**src/rtl/decode_stage.sv**
```systemverilog
// RV32I decode stage feeding a register file with one-cycle registered read data.
// Read addresses and read enable are driven combinationally; decoded control fields,
// immediate and PC are registered so they line up with the register file outputs.
// Optional build macro: DECODE_STAGE_RS_GATE_EN zeroes the rs1/rs2 read addresses for
// formats that do not use them.
module decode_stage #(
  parameter int unsigned DWIDTH = 32,
  parameter int unsigned AWIDTH = 5
) (
  input  logic              r_clk,
  input  logic              r_rst,
  input  logic [DWIDTH-1:0] d_instr,
  input  logic [DWIDTH-1:0] d_pc,
  input  logic              d_valid_in,
  input  logic              d_stall,
  input  logic              d_flush,
  output logic              d_ready,
  output logic [AWIDTH-1:0] d_addr_rs_1,
  output logic [AWIDTH-1:0] d_addr_rs_2,
  output logic              d_read_reg,
  output logic [AWIDTH-1:0] d_addr_rd,
  output logic              d_we,
  output logic [DWIDTH-1:0] d_imm,
  output logic [6:0]        d_opcode,
  output logic [2:0]        d_funct3,
  output logic [6:0]        d_funct7,
  output logic [DWIDTH-1:0] d_pc_out,
  output logic              d_valid_out,
  output logic              d_illegal
);

  typedef enum logic [2:0] {FmtR, FmtI, FmtS, FmtB, FmtU, FmtJ, FmtIll} fmt_e;

  fmt_e              fmt;
  logic [6:0]        opcode;
  logic [31:0]       imm32;
  logic [DWIDTH-1:0] imm_dec;
  logic              we_dec;
  logic              uses_rs1;
  logic              uses_rs2;
  logic [AWIDTH-1:0] rs1_live;
  logic [AWIDTH-1:0] rs2_live;
  logic              read_reg_live;

  logic [AWIDTH-1:0] rd_q, rd_d;
  logic              we_q, we_d;
  logic [DWIDTH-1:0] imm_q, imm_d;
  logic [6:0]        opcode_q, opcode_d;
  logic [2:0]        funct3_q, funct3_d;
  logic [6:0]        funct7_q, funct7_d;
  logic [DWIDTH-1:0] pc_q, pc_d;
  logic              valid_q, valid_d;
  logic              illegal_q, illegal_d;
  logic [AWIDTH-1:0] rs1_q, rs1_d;
  logic [AWIDTH-1:0] rs2_q, rs2_d;
  logic              read_reg_q, read_reg_d;

  assign opcode = d_instr[6:0];

  // Classify the opcode into an instruction format.
  always_comb begin
    fmt = FmtIll;
    case (opcode)
      7'b0110111, 7'b0010111:                                   fmt = FmtU;
      7'b1101111:                                               fmt = FmtJ;
      7'b1100111, 7'b0000011, 7'b0010011, 7'b1110011, 7'b0001111: fmt = FmtI;
      7'b1100011:                                               fmt = FmtB;
      7'b0100011:                                               fmt = FmtS;
      7'b0110011:                                               fmt = FmtR;
      default:                                                  fmt = FmtIll;
    endcase
  end

  // Immediate assembly, writeback enable and operand usage per format.
  always_comb begin
    imm32    = '0;
    we_dec   = 1'b0;
    uses_rs1 = 1'b0;
    uses_rs2 = 1'b0;
    case (fmt)
      FmtU: begin
        imm32  = {d_instr[31:12], 12'b0};
        we_dec = 1'b1;
      end
      FmtJ: begin
        imm32  = {{11{d_instr[31]}}, d_instr[31], d_instr[19:12], d_instr[20],
                  d_instr[30:21], 1'b0};
        we_dec = 1'b1;
      end
      FmtI: begin
        imm32    = {{20{d_instr[31]}}, d_instr[31:20]};
        we_dec   = 1'b1;
        uses_rs1 = 1'b1;
      end
      FmtS: begin
        imm32    = {{20{d_instr[31]}}, d_instr[31:25], d_instr[11:7]};
        uses_rs1 = 1'b1;
        uses_rs2 = 1'b1;
      end
      FmtB: begin
        imm32    = {{19{d_instr[31]}}, d_instr[31], d_instr[7], d_instr[30:25],
                    d_instr[11:8], 1'b0};
        uses_rs1 = 1'b1;
        uses_rs2 = 1'b1;
      end
      FmtR: begin
        we_dec   = 1'b1;
        uses_rs1 = 1'b1;
        uses_rs2 = 1'b1;
      end
      default: ;
    endcase
  end

  assign imm_dec       = DWIDTH'($signed(imm32));
  assign read_reg_live = d_valid_in & uses_rs1;

`ifdef DECODE_STAGE_RS_GATE_EN
  // Unused operand addresses point at x0 so they never trigger a bypass match.
  assign rs1_live = (fmt == FmtU || fmt == FmtJ) ? '0 : AWIDTH'(d_instr[19:15]);
  assign rs2_live = uses_rs2 ? AWIDTH'(d_instr[24:20]) : '0;
`else
  assign rs1_live = AWIDTH'(d_instr[19:15]);
  assign rs2_live = AWIDTH'(d_instr[24:20]);
`endif

  // Next-state: flush beats stall beats load.
  always_comb begin
    rd_d       = rd_q;
    we_d       = we_q;
    imm_d      = imm_q;
    opcode_d   = opcode_q;
    funct3_d   = funct3_q;
    funct7_d   = funct7_q;
    pc_d       = pc_q;
    valid_d    = valid_q;
    illegal_d  = illegal_q;
    rs1_d      = rs1_q;
    rs2_d      = rs2_q;
    read_reg_d = read_reg_q;
    if (d_flush) begin
      valid_d = 1'b0;
      we_d    = 1'b0;
      // rd is kept at 0 whenever writeback is disabled.
      rd_d    = '0;
    end else if (!d_stall) begin
      we_d       = d_valid_in & we_dec;
      rd_d       = (d_valid_in & we_dec) ? AWIDTH'(d_instr[11:7]) : '0;
      imm_d      = imm_dec;
      opcode_d   = opcode;
      funct3_d   = d_instr[14:12];
      funct7_d   = d_instr[31:25];
      pc_d       = d_pc;
      valid_d    = d_valid_in;
      illegal_d  = d_valid_in & (fmt == FmtIll);
      rs1_d      = rs1_live;
      rs2_d      = rs2_live;
      read_reg_d = read_reg_live;
    end
  end

  // Pipeline registers with asynchronous active-low reset.
  always_ff @(posedge r_clk or negedge r_rst) begin
    if (!r_rst) begin
      rd_q       <= '0;
      we_q       <= 1'b0;
      imm_q      <= '0;
      opcode_q   <= '0;
      funct3_q   <= '0;
      funct7_q   <= '0;
      pc_q       <= '0;
      valid_q    <= 1'b0;
      illegal_q  <= 1'b0;
      rs1_q      <= '0;
      rs2_q      <= '0;
      read_reg_q <= 1'b0;
    end else begin
      rd_q       <= rd_d;
      we_q       <= we_d;
      imm_q      <= imm_d;
      opcode_q   <= opcode_d;
      funct3_q   <= funct3_d;
      funct7_q   <= funct7_d;
      pc_q       <= pc_d;
      valid_q    <= valid_d;
      illegal_q  <= illegal_d;
      rs1_q      <= rs1_d;
      rs2_q      <= rs2_d;
      read_reg_q <= read_reg_d;
    end
  end

  // While stalled the register file keeps re-reading the held instruction's operands.
  assign d_ready     = ~d_stall;
  assign d_addr_rs_1 = d_stall ? rs1_q : rs1_live;
  assign d_addr_rs_2 = d_stall ? rs2_q : rs2_live;
  assign d_read_reg  = d_stall ? read_reg_q : read_reg_live;

  assign d_addr_rd   = rd_q;
  assign d_we        = we_q;
  assign d_imm       = imm_q;
  assign d_opcode    = opcode_q;
  assign d_funct3    = funct3_q;
  assign d_funct7    = funct7_q;
  assign d_pc_out    = pc_q;
  assign d_valid_out = valid_q;
  assign d_illegal   = illegal_q;

endmodule

```
**config.mk**
```make
export PLATFORM = sky130hd
export DESIGN_NAME = decode_stage
export DESIGN_NICKNAME = d
export VERILOG_FILES = /design/src/rtl/decode_stage.sv
export SDC_FILE = /design/constraint.sdc
export NUM_CORES = 1
export LEC_CHECK = 0
export ABC_CLOCK_PERIOD_IN_PS = 3300
export CAP_MARGIN = 20
export CORE_AREA = 2 2 100 102
export DETAILED_ROUTE_END_ITERATION = 10
export DIE_AREA = 0 0 102 104
export GPL_ROUTABILITY_DRIVEN = 0
export HOLD_SLACK_MARGIN = 0.15
export PLACE_DENSITY = 0.93
export SYNTH_ARGS = -nofsm -noshare
export SYNTH_HDL_FRONTEND = slang
export SYNTH_SLANG_ARGS = --single-unit
```
**constraint.sdc**
```tcl
create_clock -name r_clk -period 3.3 [get_ports r_clk]
set_clock_uncertainty 0.1 [all_clocks]
set_input_delay 0.495 -clock r_clk [delete_from_list [all_inputs] [get_ports r_clk]]
set_output_delay 0.495 -clock r_clk [all_outputs]
set_load 0.1 [all_outputs]
```
* After elaboration in Yosys (flattened, before gate mapping)
Cells that the tools add are included.
** Word-level totals
- Flip-flop bits (word level) :: 100
- Output and inout port bits :: 101
- Word-level logic and storage cells :: 55
- Input port bits :: 69
** Operators by class
- Muxes and demuxes :: 14
- Bitwise gates (word level) :: 5
- Reduce and logical (&&, ||, !) cells :: 6
- Equality and inequality tests :: 18
** Operator list (count)
- one-hot mux 32 bit (5 select lines) :: 1
- equality test 7 bit, second input constant :: 4
- two-way mux 5 bit :: 5
- equality test 7 x 6 -> 1 bit, second input constant :: 3
- one-hot mux 3 bit (6 select lines) :: 1
- equality test 7 x 5 -> 1 bit, second input constant :: 2
- equality test 3 bit, second input constant :: 3
- OR reduction 4 bit :: 2
- equality test 7 x 2 -> 1 bit, second input constant :: 1
- equality test 7 x 4 -> 1 bit, second input constant :: 1
- two-way mux 1 bit :: 7
- equality test 3 x 2 -> 1 bit, second input constant :: 2
- OR reduction 5 bit :: 1
- AND 1 bit :: 3
- equality test 3 x 1 -> 1 bit, second input constant :: 1
- zero test 3 bit :: 1
- != test 2 x 1 -> 1 bit, second input constant :: 1
- NOT 1 bit :: 2
- AND reduction 2 bit :: 1
- OR reduction 2 bit :: 1

* Logic depth before layout (Yosys ltp)
- Depth after elaboration :: 10
- Gate-level depth with buffers :: 7

* Worst setup path after synthesis
No wires, ideal clock.
- Kind :: input -> output
- Start point :: in d_instr[6]
- End point :: out d_read_reg
- Buffers on the path :: 1
- Arrival time :: 3232 ps
- Path slack :: -527 ps
- Stages on the path :: 5
- Data required time :: 2705 ps
- Cells stage by stage :: buf_4 -> and4bb_1 -> o21bai_1 -> a21o_1 -> o21ai_0
** On the way
- Cells in the longest elaborated chain, start to end :: 8
- Elaborated cells on any way between the ends :: 22
- Those cells by class :: 14 x eq/ne; 3 x mux; 1 x bitwise; 4 x reduce/logical
** RTL lines
- from (decl) :: line 12 : input logic [DWIDTH-1:0] d_instr,
- equality test 7 bit, or another cell as far along :: line 63 : case (opcode)
- OR reduction 5 bit or OR reduction 2 bit (tied branches) :: line 63
- one-hot mux 3 bit (6 select lines) (*) :: line 63
- equality test 3 x 2 -> 1 bit, or another cell as far along :: line 80 : case (fmt)
- OR reduction 4 bit (no line) (*)
- two-way mux 1 bit (*) :: line 80
- AND 1 bit (*) :: line 116 : assign read_reg_live = d_valid_in & uses_rs1;
- two-way mux 1 bit (*)
- to (decl) :: line 20 : output logic d_read_reg,
Mark *: on every way between the ends. The rest lies on a longest branch, timed or not.

* Worst setup path after layout
- Start point :: in d_instr[2]
- End point :: out d_read_reg
The elaborated chain is that of the path after synthesis.

==> metrics.yaml <==
outcome: "finished clean"
synth.cell_area_sq_um: 4503
worstReg2RegEnd: "d_imm[30]$_DFFE_PN0P_"
drive_above_1_share_pct: 18.31
timing.final.crit_share_pct: 85.81
cts_post_setup_buffers_inserted: 0
post-route-drc-count: 0
cp.arrival_ps: 2240
core_area_sq_um: 9549
yosys.cell_types.count: 47
synth-edff-count: 0
max_slew.worst_pin.slew_ps: 987.8
reg2regPathDepth: 3
maxCapViolations: 0
clockRootBuffer: "sky130_fd_sc_hd__clkbuf_8"
preCtsSetupSlack_ps: 490.5
routed_via_density: 5.294
ios: 170
rsz0062_at_grt: "no"
clock_insertion_delay_worst_skew_ps: 370
synth_instances: 473
area.sequential_sq_um: 2502
cp_cell_sequence: "clkdlybuf4s50_1 > nor2_4 > o21ai_0 > a21o_1 > o21ai_1 > buf_12"
fin_tns_setup_ps: 0
final_cell_area_sq_um: 6507
fin_nets: 703
pwr_total_mw: 3.493
grt_pass1_wl_um: 20500
vias: 4087
n_fill_cell: 723
cts.clk_slew.worst_paths_ps: 100
average_instance_area_after_synthesis_sq_um: 9.520
detailedPlacementHpwl_um: 9460
timing.critical_path.from_type: "primary input"
min_from: "d_pc_out[24]$_DFFE_PN0P_"
start_util_pct: 47.16
powerDensity_nw_per_um2: 536.8
syn-num-nets: 542
detailed_place.area_sq_um: 6280
cts-buffers-inserted: 9
p_leak_nw: 3.092
critPathSlowestCell: "sky130_fd_sc_hd__clkdlybuf4s50_1"
report.final.slew_viol_count: 0
path_class_of_the_lowest_slack_min_delay_path: "reg -> reg"
total_wire_length_um: 12800
synth-async-reset-ratio_pct: 100.0
layout_overhead_on_the_synthesized_area_pct: 44.51
seq_area_frac_synth_pct: 55.57
cp_max_fo: 12
worst_setup_path_end_kind: "primary output"
postSynthRegisterBits: 100
hold_violations_final: 0
ant_nets: 0
total_of_warnings_raised_by_yosys: 0
synthFlopType: "sky130_fd_sc_hd__dfrtp_1"
timing.critical_path.buf_inv: 2
rrSetupSlack_ps: 2260
worstHoldEndpoint: "d_pc_out[24]$_DFFE_PN0P_"
crit_path_time_final_ps: 2832
max_stage_delay_ps: 650
maxSlewHeadroom_pct: 33.94
cts-htree-levels: 3
multiInputGateArea_sq_um: 1834
max_buffers_root_to_sink: 2
cts_tree: "built"
post-route-worst-setup-slack_ps: 468.2
dieArea_sq_um: 10610
drt-wirelength-per-cell_um: 16.58
floorplan.rows: 36
dieWidth_um: 102
crit_family: "buffers and inverters"
overflow: 0
critPathRequiredTime_ps: 2700
max-vdd-ir-drop_uv: 381.8
place.port_buffers: 169
clkSinkCount: 100
first_global_vias: 4107
report.final.setup_viol: 0
maximum_number_of_pins_on_one_net_before_global_route_repair: 88
critical_path.reg2reg.startpoint: "d_imm[30]$_DFFE_PN0P_"
antenna_cells_inserted: 0
first_pass_iters: 5
chipHeight_um: 104
path_class: "in -> out"
global_route.usage.total_pct: 24.50
max_freq_mhz: 353.1
min_path_cells: 2
number_of_antenna_violations_at_the_first_check_in_global_routing: 0
count_of_routing_violations_after_the_opening_detailed_route_iteration: 231
[stage by stage]
step	util [%]	hold slack [ps]	cells
2_1_floorplan	-	99.41	473
3_3_place_gp	65.76	354.4	754
3_5_place_dp	65.76	358.1	754
4_1_cts	67.75	249.1	770
5_1_grt	68.15	402.8	772
6_report	68.15	383.5	772
[power breakdown]
group / total (mW) / switching (mW) / internal (mW)
Sequential: 1.38 / 0.0578 / 1.33
Combinational: 1.35 / 1.01 / 0.342
Clock: 0.755 / 0.462 / 0.293
[layout by cell type, fill, tap and decap left out, types with 2 or more instances in the layout]
master,instances
sky130_fd_sc_hd__o21bai_1,2
sky130_fd_sc_hd__a21boi_0,11
sky130_fd_sc_hd__a21oi_4,2
sky130_fd_sc_hd__a21oi_1,5
sky130_fd_sc_hd__a221oi_1,4
sky130_fd_sc_hd__a21o_1,3
sky130_fd_sc_hd__and2_1,2
sky130_fd_sc_hd__o21ai_1,12
sky130_fd_sc_hd__clkdlybuf4s50_1,110
sky130_fd_sc_hd__nand2_1,206
sky130_fd_sc_hd__inv_1,4
sky130_fd_sc_hd__nor2_4,2
sky130_fd_sc_hd__dfrtp_1,100
sky130_fd_sc_hd__o21ai_2,3
sky130_fd_sc_hd__mux2_2,10
sky130_fd_sc_hd__buf_12,12
sky130_fd_sc_hd__a22oi_1,15
sky130_fd_sc_hd__nor2_2,2
sky130_fd_sc_hd__o31ai_4,2
sky130_fd_sc_hd__buf_4,56
sky130_fd_sc_hd__a22oi_2,5
sky130_fd_sc_hd__and3_1,2
sky130_fd_sc_hd__nor2_1,11
sky130_fd_sc_hd__and3b_1,2
sky130_fd_sc_hd__inv_6,3
sky130_fd_sc_hd__clkbuf_8,9
sky130_fd_sc_hd__a22o_1,12
sky130_fd_sc_hd__o21ai_0,8
[how the worst max path moves through the flow]
stage | startpoint | endpoint | slack, ps | depth (start not counted)
2_1_floorplan | d_instr[6] | d_read_reg | 230 | 5
3_3_place_gp | d_instr[2] | d_read_reg | 540 | 6
3_5_place_dp | d_instr[2] | d_read_reg | 490 | 6
4_1_cts | d_instr[2] | d_read_reg | 490 | 6
5_1_grt | d_instr[3] | d_read_reg | 370 | 6
6_report | d_instr[2] | d_read_reg | 470 | 6
[repair_timing]
item                      CTS  global route
hold buffers                0             1
resized for setup           0             0
hold endpoints to repair    0            33
[logic make-up after synthesis]
logic type               share of synthesized area (%)
AND/OR/NAND/NOR                                  21.70
flip-flops                                       55.57
AO/OA/AOI/OAI                                    15.84
buffers and inverters                            3.917
multiplexers                                     2.723
adder cells (fa/ha/maj)                         0.2501
[cells in the mapped netlist, types with 3 or more instances]
| cell | n | share of area (%) |
|---|---|---|
| sky130_fd_sc_hd__inv_1 | 4 | 0.33 |
| sky130_fd_sc_hd__buf_2 | 8 | 0.89 |
| sky130_fd_sc_hd__a21oi_1 | 5 | 0.56 |
| sky130_fd_sc_hd__a22oi_2 | 5 | 1.4 |
| sky130_fd_sc_hd__a22oi_1 | 15 | 2.5 |
| sky130_fd_sc_hd__a21o_1 | 3 | 0.50 |
| sky130_fd_sc_hd__nand2_1 | 206 | 17 |
| sky130_fd_sc_hd__dfrtp_1 | 100 | 56 |
| sky130_fd_sc_hd__buf_1 | 6 | 0.50 |
| sky130_fd_sc_hd__mux2_2 | 10 | 2.5 |
| sky130_fd_sc_hd__a221oi_1 | 4 | 0.78 |
| sky130_fd_sc_hd__nor2_1 | 12 | 1.0 |
| sky130_fd_sc_hd__o21ai_0 | 9 | 1.0 |
| sky130_fd_sc_hd__a22o_1 | 12 | 2.3 |
| sky130_fd_sc_hd__a21boi_0 | 11 | 1.8 |
| sky130_fd_sc_hd__clkbuf_1 | 9 | 0.75 |
| sky130_fd_sc_hd__buf_6 | 4 | 1.0 |
| sky130_fd_sc_hd__o21ai_1 | 11 | 1.2 |
| sky130_fd_sc_hd__o21ai_2 | 3 | 0.58 |
[sequential cells by signal, indices dropped and copies added, names as in the netlist, 3 cells and up]
name	count
d_pc_out	32
d_funct3	3
rs1_q	5
d_funct7	7
d_opcode	7
d_imm	32
rs2_q	5
d_addr_rd	5
[worst reg2reg max path, cell delays in order (launching register included)]
cell and delay (ps):
sky130_fd_sc_hd__dfrtp_1 390, sky130_fd_sc_hd__nand2_1 100, sky130_fd_sc_hd__a21boi_0 260, sky130_fd_sc_hd__a22oi_2 80
[layer usage]
metal  vias to the layer above  track usage, %  share of wire (%)
li1                       1896               -                  -
met1                      1986           30.40                 39
met2                       173           41.31                 51
met3                        32           4.435                6.3
met4                         0           10.76                3.3
met5                         -               0                  0
[cell type report]
| cell class | instances | share of cell area (%) |
|---|---|---|
| Tap cell | 133 | 2.557 |
| Sequential cell | 100 | 38.45 |
| Timing Repair Buffer | 180 | 27.65 |
| Clock inverter | 7 | 1.019 |
| Clock buffer | 9 | 1.903 |
| Inverter | 4 | 0.2307 |
| Multi-Input combinational cell | 339 | 28.19 |
Power figures use the tool's default switching activity.
